===== src/rtl/flash_cmd_seq_if.sv =====
// Bundles the host command port and the rom-controller byte-op port of
// flash_cmd_seq. The slave modport is the sequencer's view; the master modport
// is the environment (register file plus rom controller) driving it.
interface flash_cmd_seq_if #(
  parameter int ADDR_W = 19
);
  // Command side (from the ZX-bus register file)
  logic              cmd_valid;
  logic [2:0]        cmd_code;
  logic [ADDR_W-1:0] cmd_addr;
  logic [7:0]        cmd_data;
  logic              cmd_ready;
  logic              done;
  logic [1:0]        err;
  logic [7:0]        rdata;

  // Byte-op side (to the rom controller)
  logic              op_req;
  logic              op_we;
  logic [ADDR_W-1:0] op_addr;
  logic [7:0]        op_wdata;
  logic              op_ack;
  logic [7:0]        op_rdata;

  modport slave (
    input  cmd_valid, cmd_code, cmd_addr, cmd_data,
    output cmd_ready, done, err, rdata,
    output op_req, op_we, op_addr, op_wdata,
    input  op_ack, op_rdata
  );

  modport master (
    output cmd_valid, cmd_code, cmd_addr, cmd_data,
    input  cmd_ready, done, err, rdata,
    input  op_req, op_we, op_addr, op_wdata,
    output op_ack, op_rdata
  );
endinterface


===== src/rtl/flash_cmd_seq.sv =====
// JEDEC command sequencer for a 29F040-class parallel boot flash.
// Expands one host command into unlock/command byte writes, then polls DQ7/DQ5
// until the embedded algorithm finishes, fails or times out. One byte op is
// outstanding at a time on the rom controller's op port.
// Optional build macro FLASH_VERIFY_EN: after a successful PROGRAM poll, read
// the byte back once and flag err=3 on mismatch.
module flash_cmd_seq #(
  parameter int ADDR_W = 19,
  parameter int TMO_W  = 24
) (
  input  logic           clk,
  input  logic           rst,
  flash_cmd_seq_if.slave bus
);

  localparam logic [2:0] CMD_READ    = 3'd0;
  localparam logic [2:0] CMD_PROGRAM = 3'd1;
  localparam logic [2:0] CMD_SECTOR  = 3'd2;
  localparam logic [2:0] CMD_CHIP    = 3'd3;
  localparam logic [2:0] CMD_RESET   = 3'd4;

  localparam logic [1:0] ERR_OK      = 2'd0;
  localparam logic [1:0] ERR_DQ5     = 2'd1;
  localparam logic [1:0] ERR_TIMEOUT = 2'd2;
  localparam logic [1:0] ERR_VERIFY  = 2'd3;

  localparam logic [ADDR_W-1:0] UNLOCK1 = ADDR_W'(12'h555);
  localparam logic [ADDR_W-1:0] UNLOCK2 = ADDR_W'(12'h2AA);
  localparam logic [TMO_W-1:0]  TMO_MAX = {TMO_W{1'b1}};

  typedef enum logic [3:0] {
    S_IDLE,
    S_ISSUE,
    S_WAIT,
    S_POLL,
    S_CHK,
    S_DQ5RD,
    S_RSTWR,
`ifdef FLASH_VERIFY_EN
    S_VERIFY,
`endif
    S_FIN
  } state_e;

  typedef struct packed {
    logic              we;
    logic [ADDR_W-1:0] addr;
    logic [7:0]        data;
  } op_t;

  // Number of byte ops a command expands into; 0 marks an illegal code.
  function automatic logic [2:0] seq_len(input logic [2:0] code);
    case (code)
      CMD_READ, CMD_RESET:  return 3'd1;
      CMD_PROGRAM:          return 3'd4;
      CMD_SECTOR, CMD_CHIP: return 3'd6;
      default:              return 3'd0;
    endcase
  endfunction

  // Address/data of byte op 'step' within the command's write sequence.
  function automatic op_t seq_op(input logic [2:0]        code,
                                 input logic [2:0]        step,
                                 input logic [ADDR_W-1:0] addr,
                                 input logic [7:0]        data);
    op_t op;
    op.we   = 1'b1;
    op.addr = UNLOCK1;
    op.data = 8'hAA;
    case (code)
      CMD_READ: begin
        op.we   = 1'b0;
        op.addr = addr;
        op.data = 8'h00;
      end
      CMD_RESET: begin
        op.addr = addr;
        op.data = 8'hF0;
      end
      CMD_PROGRAM: begin
        case (step)
          3'd0: ;
          3'd1: begin op.addr = UNLOCK2; op.data = 8'h55; end
          3'd2: begin op.addr = UNLOCK1; op.data = 8'hA0; end
          default: begin op.addr = addr; op.data = data; end
        endcase
      end
      CMD_SECTOR, CMD_CHIP: begin
        case (step)
          3'd0, 3'd3: ;
          3'd1, 3'd4: begin op.addr = UNLOCK2; op.data = 8'h55; end
          3'd2:       begin op.addr = UNLOCK1; op.data = 8'h80; end
          default: begin
            if (code == CMD_SECTOR) begin
              op.addr = addr;
              op.data = 8'h30;
            end else begin
              op.addr = UNLOCK1;
              op.data = 8'h10;
            end
          end
        endcase
      end
      default: ;
    endcase
    return op;
  endfunction

  state_e            state_q, state_d;
  logic [2:0]        cmd_q, cmd_d;
  logic [ADDR_W-1:0] addr_q, addr_d;
  logic [7:0]        data_q, data_d;
  logic [2:0]        step_q, step_d;
  logic [TMO_W-1:0]  tmo_q, tmo_d;
  logic [1:0]        err_q, err_d;
  logic [7:0]        rdata_q, rdata_d;
  logic              done_q, done_d;
  logic              cmd_ready_q, cmd_ready_d;
  logic              op_req_q, op_req_d;
  logic              op_we_q, op_we_d;
  logic [ADDR_W-1:0] op_addr_q, op_addr_d;
  logic [7:0]        op_wdata_q, op_wdata_d;

  op_t               cur_op;
  logic [2:0]        n_steps;
  logic              polled;
  logic              expect_dq7;
  logic [TMO_W-1:0]  tmo_inc;
  state_e            pass_state;

  // State and datapath registers.
  // NOTE: every register here is a handful of flops (no memory arrays), so all
  // of them get a defined reset value; a mid-op reset drops op_req at once.
  always_ff @(posedge clk) begin
    // NOTE: sequential state uses non-blocking assignments only, so every flop
    // samples the values from before this edge regardless of statement order.
    if (rst) begin
      state_q     <= S_IDLE;
      cmd_q       <= 3'd0;
      addr_q      <= '0;
      data_q      <= 8'h00;
      step_q      <= 3'd0;
      tmo_q       <= '0;
      err_q       <= ERR_OK;
      rdata_q     <= 8'h00;
      done_q      <= 1'b0;
      cmd_ready_q <= 1'b1;
      op_req_q    <= 1'b0;
      op_we_q     <= 1'b0;
      op_addr_q   <= '0;
      op_wdata_q  <= 8'h00;
    end else begin
      state_q     <= state_d;
      cmd_q       <= cmd_d;
      addr_q      <= addr_d;
      data_q      <= data_d;
      step_q      <= step_d;
      tmo_q       <= tmo_d;
      err_q       <= err_d;
      rdata_q     <= rdata_d;
      done_q      <= done_d;
      cmd_ready_q <= cmd_ready_d;
      op_req_q    <= op_req_d;
      op_we_q     <= op_we_d;
      op_addr_q   <= op_addr_d;
      op_wdata_q  <= op_wdata_d;
    end
  end

  // Next-state and output decode for the command FSM.
  always_comb begin
    // NOTE: every variable gets a default before the case so no path leaves it
    // unassigned, which would otherwise infer a latch.
    state_d    = state_q;
    cmd_d      = cmd_q;
    addr_d     = addr_q;
    data_d     = data_q;
    step_d     = step_q;
    tmo_d      = tmo_q;
    err_d      = err_q;
    rdata_d    = rdata_q;
    done_d     = 1'b0;
    op_req_d   = op_req_q;
    op_we_d    = op_we_q;
    op_addr_d  = op_addr_q;
    op_wdata_d = op_wdata_q;

    cur_op     = seq_op(cmd_q, step_q, addr_q, data_q);
    n_steps    = seq_len(cmd_q);
    polled     = (cmd_q == CMD_PROGRAM) || (cmd_q == CMD_SECTOR) ||
                 (cmd_q == CMD_CHIP);
    // Program polls until DQ7 shows the true data bit; erase until DQ7=1.
    expect_dq7 = (cmd_q == CMD_PROGRAM) ? data_q[7] : 1'b1;
    tmo_inc    = (tmo_q == TMO_MAX) ? tmo_q : tmo_q + TMO_W'(1);
`ifdef FLASH_VERIFY_EN
    pass_state = (cmd_q == CMD_PROGRAM) ? S_VERIFY : S_FIN;
`else
    pass_state = S_FIN;
`endif

    case (state_q)
      S_IDLE: begin
        if (bus.cmd_valid && cmd_ready_q) begin
          cmd_d   = bus.cmd_code;
          addr_d  = bus.cmd_addr;
          data_d  = bus.cmd_data;
          err_d   = ERR_OK;
          step_d  = 3'd0;
          tmo_d   = '0;
          state_d = S_ISSUE;
        end
      end

      S_ISSUE: begin
        if (n_steps == 3'd0) begin
          err_d   = ERR_VERIFY;
          state_d = S_FIN;
        end else begin
          op_req_d   = 1'b1;
          op_we_d    = cur_op.we;
          op_addr_d  = cur_op.addr;
          op_wdata_d = cur_op.data;
          state_d    = S_WAIT;
        end
      end

      S_WAIT: begin
        if (bus.op_ack) begin
          op_req_d = 1'b0;
          step_d   = step_q + 3'd1;
          if (cmd_q == CMD_READ) rdata_d = bus.op_rdata;
          if ((step_q + 3'd1) < n_steps) state_d = S_ISSUE;
          else if (polled)               state_d = S_POLL;
          else                           state_d = S_FIN;
        end
      end

      // Status read; op_req is always low on entry, which gives the idle gap.
      S_POLL: begin
        if (!op_req_q) begin
          op_req_d   = 1'b1;
          op_we_d    = 1'b0;
          op_addr_d  = addr_q;
          op_wdata_d = 8'h00;
        end else if (bus.op_ack) begin
          op_req_d = 1'b0;
          rdata_d  = bus.op_rdata;
          state_d  = S_CHK;
        end
      end

      S_CHK: begin
        if (rdata_q[7] == expect_dq7) begin
          state_d = pass_state;
        end else if (rdata_q[5]) begin
          state_d = S_DQ5RD;
        end else begin
          tmo_d = tmo_inc;
          if (tmo_inc == TMO_MAX) begin
            err_d   = ERR_TIMEOUT;
            state_d = S_RSTWR;
          end else begin
            state_d = S_POLL;
          end
        end
      end

      // DQ5 may rise just before DQ7 flips, so one more read decides.
      S_DQ5RD: begin
        if (!op_req_q) begin
          op_req_d   = 1'b1;
          op_we_d    = 1'b0;
          op_addr_d  = addr_q;
          op_wdata_d = 8'h00;
        end else if (bus.op_ack) begin
          op_req_d = 1'b0;
          rdata_d  = bus.op_rdata;
          if (bus.op_rdata[7] == expect_dq7) begin
            state_d = pass_state;
          end else begin
            err_d   = ERR_DQ5;
            state_d = S_RSTWR;
          end
        end
      end

      // Return the flash to read-array mode after a failed operation.
      S_RSTWR: begin
        if (!op_req_q) begin
          op_req_d   = 1'b1;
          op_we_d    = 1'b1;
          op_addr_d  = addr_q;
          op_wdata_d = 8'hF0;
        end else if (bus.op_ack) begin
          op_req_d = 1'b0;
          state_d  = S_FIN;
        end
      end

`ifdef FLASH_VERIFY_EN
      S_VERIFY: begin
        if (!op_req_q) begin
          op_req_d   = 1'b1;
          op_we_d    = 1'b0;
          op_addr_d  = addr_q;
          op_wdata_d = 8'h00;
        end else if (bus.op_ack) begin
          op_req_d = 1'b0;
          rdata_d  = bus.op_rdata;
          if (bus.op_rdata != data_q) err_d = ERR_VERIFY;
          state_d  = S_FIN;
        end
      end
`endif

      S_FIN: begin
        done_d  = 1'b1;
        state_d = S_IDLE;
      end

      default: state_d = S_IDLE;
    endcase

    cmd_ready_d = (state_d == S_IDLE);
  end

  assign bus.cmd_ready = cmd_ready_q;
  assign bus.done      = done_q;
  assign bus.err       = err_q;
  assign bus.rdata     = rdata_q;
  assign bus.op_req    = op_req_q;
  assign bus.op_we     = op_we_q;
  assign bus.op_addr   = op_addr_q;
  assign bus.op_wdata  = op_wdata_q;

endmodule


===== src/flat_wrapper.sv =====
// flat-port wrapper written by rule: the top's interface ports become plain ports
module flash_cmd_seq_flat 
#(
  parameter int ADDR_W = 19,
  parameter int TMO_W  = 24
)
  (clk, rst, bus_cmd_valid, bus_cmd_code, bus_cmd_addr, bus_cmd_data, bus_cmd_ready, bus_done, bus_err, bus_rdata, bus_op_req, bus_op_we, bus_op_addr, bus_op_wdata, bus_op_ack, bus_op_rdata);
  flash_cmd_seq_if #(.ADDR_W(ADDR_W)) bus_i ();
  input  logic clk;
  input  logic rst;
  input wire logic [$bits(bus_i.cmd_valid)-1:0] bus_cmd_valid;
  input wire logic [$bits(bus_i.cmd_code)-1:0] bus_cmd_code;
  input wire logic [$bits(bus_i.cmd_addr)-1:0] bus_cmd_addr;
  input wire logic [$bits(bus_i.cmd_data)-1:0] bus_cmd_data;
  output wire logic [$bits(bus_i.cmd_ready)-1:0] bus_cmd_ready;
  output wire logic [$bits(bus_i.done)-1:0] bus_done;
  output wire logic [$bits(bus_i.err)-1:0] bus_err;
  output wire logic [$bits(bus_i.rdata)-1:0] bus_rdata;
  output wire logic [$bits(bus_i.op_req)-1:0] bus_op_req;
  output wire logic [$bits(bus_i.op_we)-1:0] bus_op_we;
  output wire logic [$bits(bus_i.op_addr)-1:0] bus_op_addr;
  output wire logic [$bits(bus_i.op_wdata)-1:0] bus_op_wdata;
  input wire logic [$bits(bus_i.op_ack)-1:0] bus_op_ack;
  input wire logic [$bits(bus_i.op_rdata)-1:0] bus_op_rdata;
  assign bus_i.cmd_valid = bus_cmd_valid;
  assign bus_i.cmd_code = bus_cmd_code;
  assign bus_i.cmd_addr = bus_cmd_addr;
  assign bus_i.cmd_data = bus_cmd_data;
  assign bus_cmd_ready = bus_i.cmd_ready;
  assign bus_done = bus_i.done;
  assign bus_err = bus_i.err;
  assign bus_rdata = bus_i.rdata;
  assign bus_op_req = bus_i.op_req;
  assign bus_op_we = bus_i.op_we;
  assign bus_op_addr = bus_i.op_addr;
  assign bus_op_wdata = bus_i.op_wdata;
  assign bus_i.op_ack = bus_op_ack;
  assign bus_i.op_rdata = bus_op_rdata;
  flash_cmd_seq #(.ADDR_W(ADDR_W), .TMO_W(TMO_W)) u_core (.clk(clk), .rst(rst), .bus(bus_i));
endmodule

===== config.mk =====
export PLATFORM = sky130hd
export DESIGN_NAME = flash_cmd_seq_flat
export DESIGN_NICKNAME = d
export VERILOG_FILES = /design/src/rtl/flash_cmd_seq_if.sv /design/src/rtl/flash_cmd_seq.sv /design/src/flat_wrapper.sv
export SDC_FILE = /design/constraint.sdc
export NUM_CORES = 1
export LEC_CHECK = 0
export ABC_CLOCK_PERIOD_IN_PS = 3300
export CELL_PAD_IN_SITES_DETAIL_PLACEMENT = 1
export CELL_PAD_IN_SITES_GLOBAL_PLACEMENT = 2
export CORE_MARGIN = 2
export CORE_UTILIZATION = 31
export CTS_CLUSTER_SIZE = 20
export DETAILED_ROUTE_END_ITERATION = 10
export PLACE_DENSITY_LB_ADDON = 0.12
export SYNTH_ARGS = -nofsm -noshare
export SYNTH_HDL_FRONTEND = slang
export SYNTH_SLANG_ARGS = --single-unit
export TNS_END_PERCENT = 20

===== constraint.sdc =====
create_clock -name clk -period 3.3 [get_ports clk]
set_input_delay 0.825 -clock clk [delete_from_list [all_inputs] [get_ports clk]]
set_output_delay 0.825 -clock clk [all_outputs]
set_load 0.05 [all_outputs]

**Word-level counts from Yosys, hierarchy flattened**

Index checks and enable logic that the tools add are counted.

- Word-level logic and storage cells: 143
- ROM bits: 0
- Memories: 0
- Output and inout bits: 41
- Bits in writable memories: 0
- Flip-flop bits (word level): 102
- Bits in latches: 0

- $add $sub $neg: 2
- Magnitude comparators: 1
- Equality and inequality tests: 35
- Divide/modulo/power cells: 0
- Reduce and logical (&&, ||, !) cells: 29
- Muxes and demuxes: 62
- Bitwise logic cells: 0
- Multiply operators: 0
- Shift operators: 0

Operator list:

| kind | count |
|---|---|
| 27-bit one-hot mux with 3 select lines | 2 |
| 27-bit one-hot mux with 4 select lines | 1 |
| 24-bit 2-to-1 mux | 4 |
| 8-bit 2-to-1 mux | 7 |
| 24-bit equality test (second input constant) | 2 |
| 24-bit one-hot mux with 2 select lines | 1 |
| 4-bit 2-to-1 mux | 11 |
| 19-bit 2-to-1 mux | 2 |
| 19-bit one-hot mux with 2 select lines | 1 |
| 4-bit one-hot mux with 7 select lines | 1 |
| 27-bit 2-to-1 mux | 1 |
| 24-bit by 1-bit adder with 24-bit output (second input constant) | 1 |
| 8-bit one-hot mux with 3 select lines | 1 |
| 2-bit inequality test (second input constant) | 9 |
| 4-bit by 3-bit equality test with 1-bit output (second input constant) | 4 |
| 2-bit 2-to-1 mux | 8 |
| 8-bit one-hot mux with 2 select lines | 1 |
| 3-bit 2-to-1 mux | 5 |
| 2-bit by 1-bit inequality test with 1-bit output (second input constant) | 7 |
| 3-bit by 2-bit equality test with 1-bit output (second input constant) | 4 |
| 1-bit 2-to-1 mux | 11 |
| 2-bit OR reduction | 5 |
| 3-bit logical NOT | 3 |
| 3-bit one-hot mux with 3 select lines | 1 |
| 22 further kinds | 36 |

**Depth between registers and ports, before layout**

- Word-level depth: 8
- Depth in mapped cells: 10

**Worst setup path after synthesis**

Ideal clock, no wire load.

- Path type: reg2reg
- Start: register u_core.cmd_q[1]
- End: register u_core.cmd_ready_q, in the netlist u_core.bus.cmd_ready
- Stages on the path, launching flop included: 10
- Buffers on the path: 1
- Arrival: 2.309 ns
- Clock period less this slack: 2.404 ns
- Setup time: 0.096 ns
- Required time: 3.204 ns
- Path slack: 0.896 ns
- Path through: dfxtp_1 -> clkbuf_1 -> nor2_1 -> or2_2 -> ha_1 -> a21oi_1 -> mux2_1 -> a21oi_1 -> o41a_1 -> o41ai_2

- Word-level cells in the longest chain between the ends: 8

Ends and longest elaborated chain:

| element | RTL line | RTL |
|---|---|---|
| start, declared | flash_cmd_seq.sv:110 | `logic [2:0] cmd_q, cmd_d;` |
| start signal, assigned | flash_cmd_seq.sv:154 | `cmd_q <= cmd_d;` |
| 3-bit by 2-bit equality test with 1-bit output (tied with other cells) | flash_cmd_seq.sv:53, flash_cmd_seq.sv:191 |  |
| 2-bit OR reduction (tied with other cells) | flash_cmd_seq.sv:53 | `case (code)` |
| 3-bit one-hot mux with 3 select lines (tied with other cells) | flash_cmd_seq.sv:53 |  |
| 3-bit less-than comparator (tied with other cells) | flash_cmd_seq.sv:232 | `if ((step_q + 3'd1) < n_steps) state_d = S_ISSUE;` |
| 4-bit 2-to-1 mux (on tied branches) | flash_cmd_seq.sv:232, flash_cmd_seq.sv:275 |  |
| 4-bit 2-to-1 mux (on tied branches) | flash_cmd_seq.sv:228, flash_cmd_seq.sv:270 |  |
| 4-bit one-hot mux with 7 select lines * | flash_cmd_seq.sv:201 | `case (state_q)` |
| 4-bit logical NOT * | flash_cmd_seq.sv:324 | `cmd_ready_d = (state_d == S_IDLE);` |
| end signal, assigned | flash_cmd_seq.sv:162 | `cmd_ready_q <= cmd_ready_d;` |
| end, declared | flash_cmd_seq.sv:118 | `logic cmd_ready_q, cmd_ready_d;` |

Every way passes the cells marked *; elsewhere a longest branch is shown, timed or not.
A chain may end at the register's enable or synchronous reset.

**Worst setup path after layout**

Ends and elaborated chain as after synthesis.

==> flow_summary.yaml <==
final_layout:
  nets: 805
  final_common_cell: "nand2_1"
  layout_common_cells: "nand2_1, dfxtp_1, a21oi_1"
  drive_gt1_frac: 0.0645
  area_growth_pct: 24.7
  diodes: 0
yosys:
  synth_cells: 699
  yosysSeqAreaShare: 0.386
  synth-async-reset-ratio: 0
  yosysTopAreaCell: "dfxtp_1"
  synth_edf_count: 0
  ys_seq_elements: 102
  netlist_area_mm2: 0.00529
  syn-num-nets: 749
  ys_top_cells_by_area: "dfxtp_1, a21oi_1, nand2_1, nor2_1, o21ai_0"
  ys_warn_count: 0
  synth_ff_type: "dfxtp_1"
  netlist.area_leader.share: 0.386
  syn_avg_cell_area_um2: 7.57
  synth_cell_types: 66
detailed_routing:
  wirelength_mm: 17.3
  via_count: 5321
  first_pass_iters: 4
  drc_errors: 0
  drt-initial-drc-count: 191
  routedWlPerCell_um: 17.6
  detail-route-antenna-nets: 0
  avgViaCountPerCell: 5.43
worst_setup_path:
  worstSetupEndpoint: "u_core.bus.cmd_ready"
  r2r_setup_slack_ns: 0.50
  critPathTopFamily: "compound AO/OA/AOI/OAI gates"
  cp_cell_sequence: "nor2_1, or2_2, ha_1, a21oi_1, mux2_1, a21oi_1, o41a_1, o41ai_2"
  critPathSlowestCell: "dfxtp_1"
  critPathMaxStageDelay_ns: 0.66
  cp_common_cell: "a21oi_1"
  worstPathMaxFanout: 15
  critPathLaunch: "u_core.cmd_q[1]"
  cp.arrival_ns: 3.05
  worstSetupStartpointType: "flip-flop"
  path_class: "reg -> reg"
  worstRegToRegCells: 8
  cp_num_buf_inv: 0
  required_ns: 3.55
  end_kind: "flip-flop"
  r2r_end: "u_core.bus.cmd_ready"
  worst-path-stages: 8
  timing.rr.start: "u_core.cmd_q[1]"
die:
  core_mm2: 0.0166
  num_rows: 47
  floorplan.io_pins: 83
  die_w_um: 135
  die_area_mm2: 0.0181
  die_height_um: 135
  initial_utilization: 0.318
sta:
  setup_slack_ns: 0.504
  finalWorstPathRequiredPeriod_ns: 2.80
  finClkSkew_ns: 0.0110
  setup_viol: 0
  rsz0062_at_grt: "false"
  relSlewSlack: 0.599
  worstMarginPinSlew_ns: 0.587
  fmax_mhz: 358
  hold_viol_final: 0
  period_share: 0.847
  setup-tns-final_ns: 0
  drv_slew: 0
pwr:
  total_leakage_power_uw: 0.00218
  power_density_mw_per_mm2: 397
  finalPower_uw: 2620
  ir_worst_vdd_uv: 254
clocking:
  postCtsResizedCells: 0
  insertion_delay_ns: 0.36
  cts_root_buf: "clkbuf_16"
  cts_max_path_buffers: 2
  cts_tree: "yes"
  h-tree-depth: 3
  hold_buffers: 0
  cts_inserted_buffers: 9
  clock-sinks: 102
  postCtsSetupBuffers: 0
  path_clk_slew_ns: 0.08
global_routing:
  antenna_found_initial: 0
  track_usage: 0.198
  grt_pass1_wl_mm: 28.8
  grt_remaining_overflow: 0
  first_global_vias: 5489
  grt_max_degree: 52
job:
  max_cap_violations: 0
min_path:
  worstHoldPathType: "reg -> reg"
placed_design:
  gp_congestion: 0.879
  port-buffer-count: 82
  pre_cts_ws_ns: 0.555
  dpl.hpwl_mm: 12.2
run_status:
  status: "completed"
[how the worst min path moves through the flow]
stage | from | end | depth (start not counted)
floorplan | u_core.data_q[0] | u_core.data_q[0] | 2
global placement | u_core.addr_q[18] | u_core.addr_q[18] | 2
detailed placement | u_core.data_q[4] | u_core.data_q[4] | 2
CTS | u_core.data_q[4] | u_core.data_q[4] | 2
global route | u_core.addr_q[16] | u_core.addr_q[16] | 2
finish | u_core.data_q[4] | u_core.data_q[4] | 2
[worst min-delay path, stage by stage, from the launching register on]
cell and delay [ns]:
dfxtp_1 0.31, nand2_1 0.05, a21oi_1 0.05
[report_power, final]
group	total, uW	internal [uW]	switching (uW)
Clock	1110	546	565
Sequential	1280	1250	22.8
Combinational	232	95.7	137
Total	2620	1900	725
[cell type report]
class                      instances  area, um2
multi-input combinational        537       3010
clock inverter                     7       88.8
clock buffer                       9        225
tap                              220        275
fill                            1983      10000
sequential                       102       2040
timing repair buffer              96        923
inverter                           9       33.8
[state kept, by name, summed over array words and instances (netlist names)]
register              cells
u_core.state_q            4
u_core.bus.cmd_ready      1
u_core.addr_q            19
u_core.bus.err            2
u_core.bus.op_addr       19
u_core.step_q             3
u_core.bus.rdata          8
u_core.tmo_q             24
u_core.cmd_q              3
u_core.bus.op_we          1
u_core.bus.op_wdata       8
u_core.data_q             8
u_core.bus.done           1
u_core.bus.op_req         1
[per-layer routing]
layer	share of wire	GRT usage
met1	0.45	0.248
met5	0	0
met4	0.017	0.0550
met2	0.49	0.346
met3	0.035	0.0390
[through the flow]
| stage | cells | utilization | cell area (um2) | hold WS [ns] |
|---|---|---|---|---|
| floorplan | 699 | - | 5290 | 0.433 |
| global placement | 964 | 0.377 | 6280 | 0.443 |
| detailed placement | 964 | 0.377 | 6280 | 0.446 |
| CTS | 980 | 0.396 | 6600 | 0.457 |
| global route | 980 | 0.396 | 6600 | 0.484 |
| finish | 980 | 0.396 | 6600 | 0.454 |
[logic make-up after synthesis]
kind of cell,count (synthesis),synth area share
XOR/XNOR,12,0.0199
flip-flops,102,0.386
multiplexers,10,0.0192
AO/OA/AOI/OAI,200,0.231
adder cells (fa/ha/maj),8,0.0189
AND/OR/NAND/NOR,306,0.278
other,1,0.000709
buffers and inverters,60,0.0464
[Yosys cell counts, drive strengths merged (3+ instances only)]
cell type    n
a21oi       92
o22ai        8
xnor2        5
dfxtp      102
mux2i        9
nor3        33
nor4         8
xor2         7
or2          3
buf         15
a22oi        6
nand2      115
a211oi      12
clkbuf      36
nor2        66
a41oi        4
o211ai       6
and2         3
o21ai       37
and3         6
a31oi        6
o2111ai      3
or3          3
and4         6
nor2b        5
nand4       15
ha           8
nand2b       9
inv          9
nand3       26
Power figures use the tool's default switching activity.
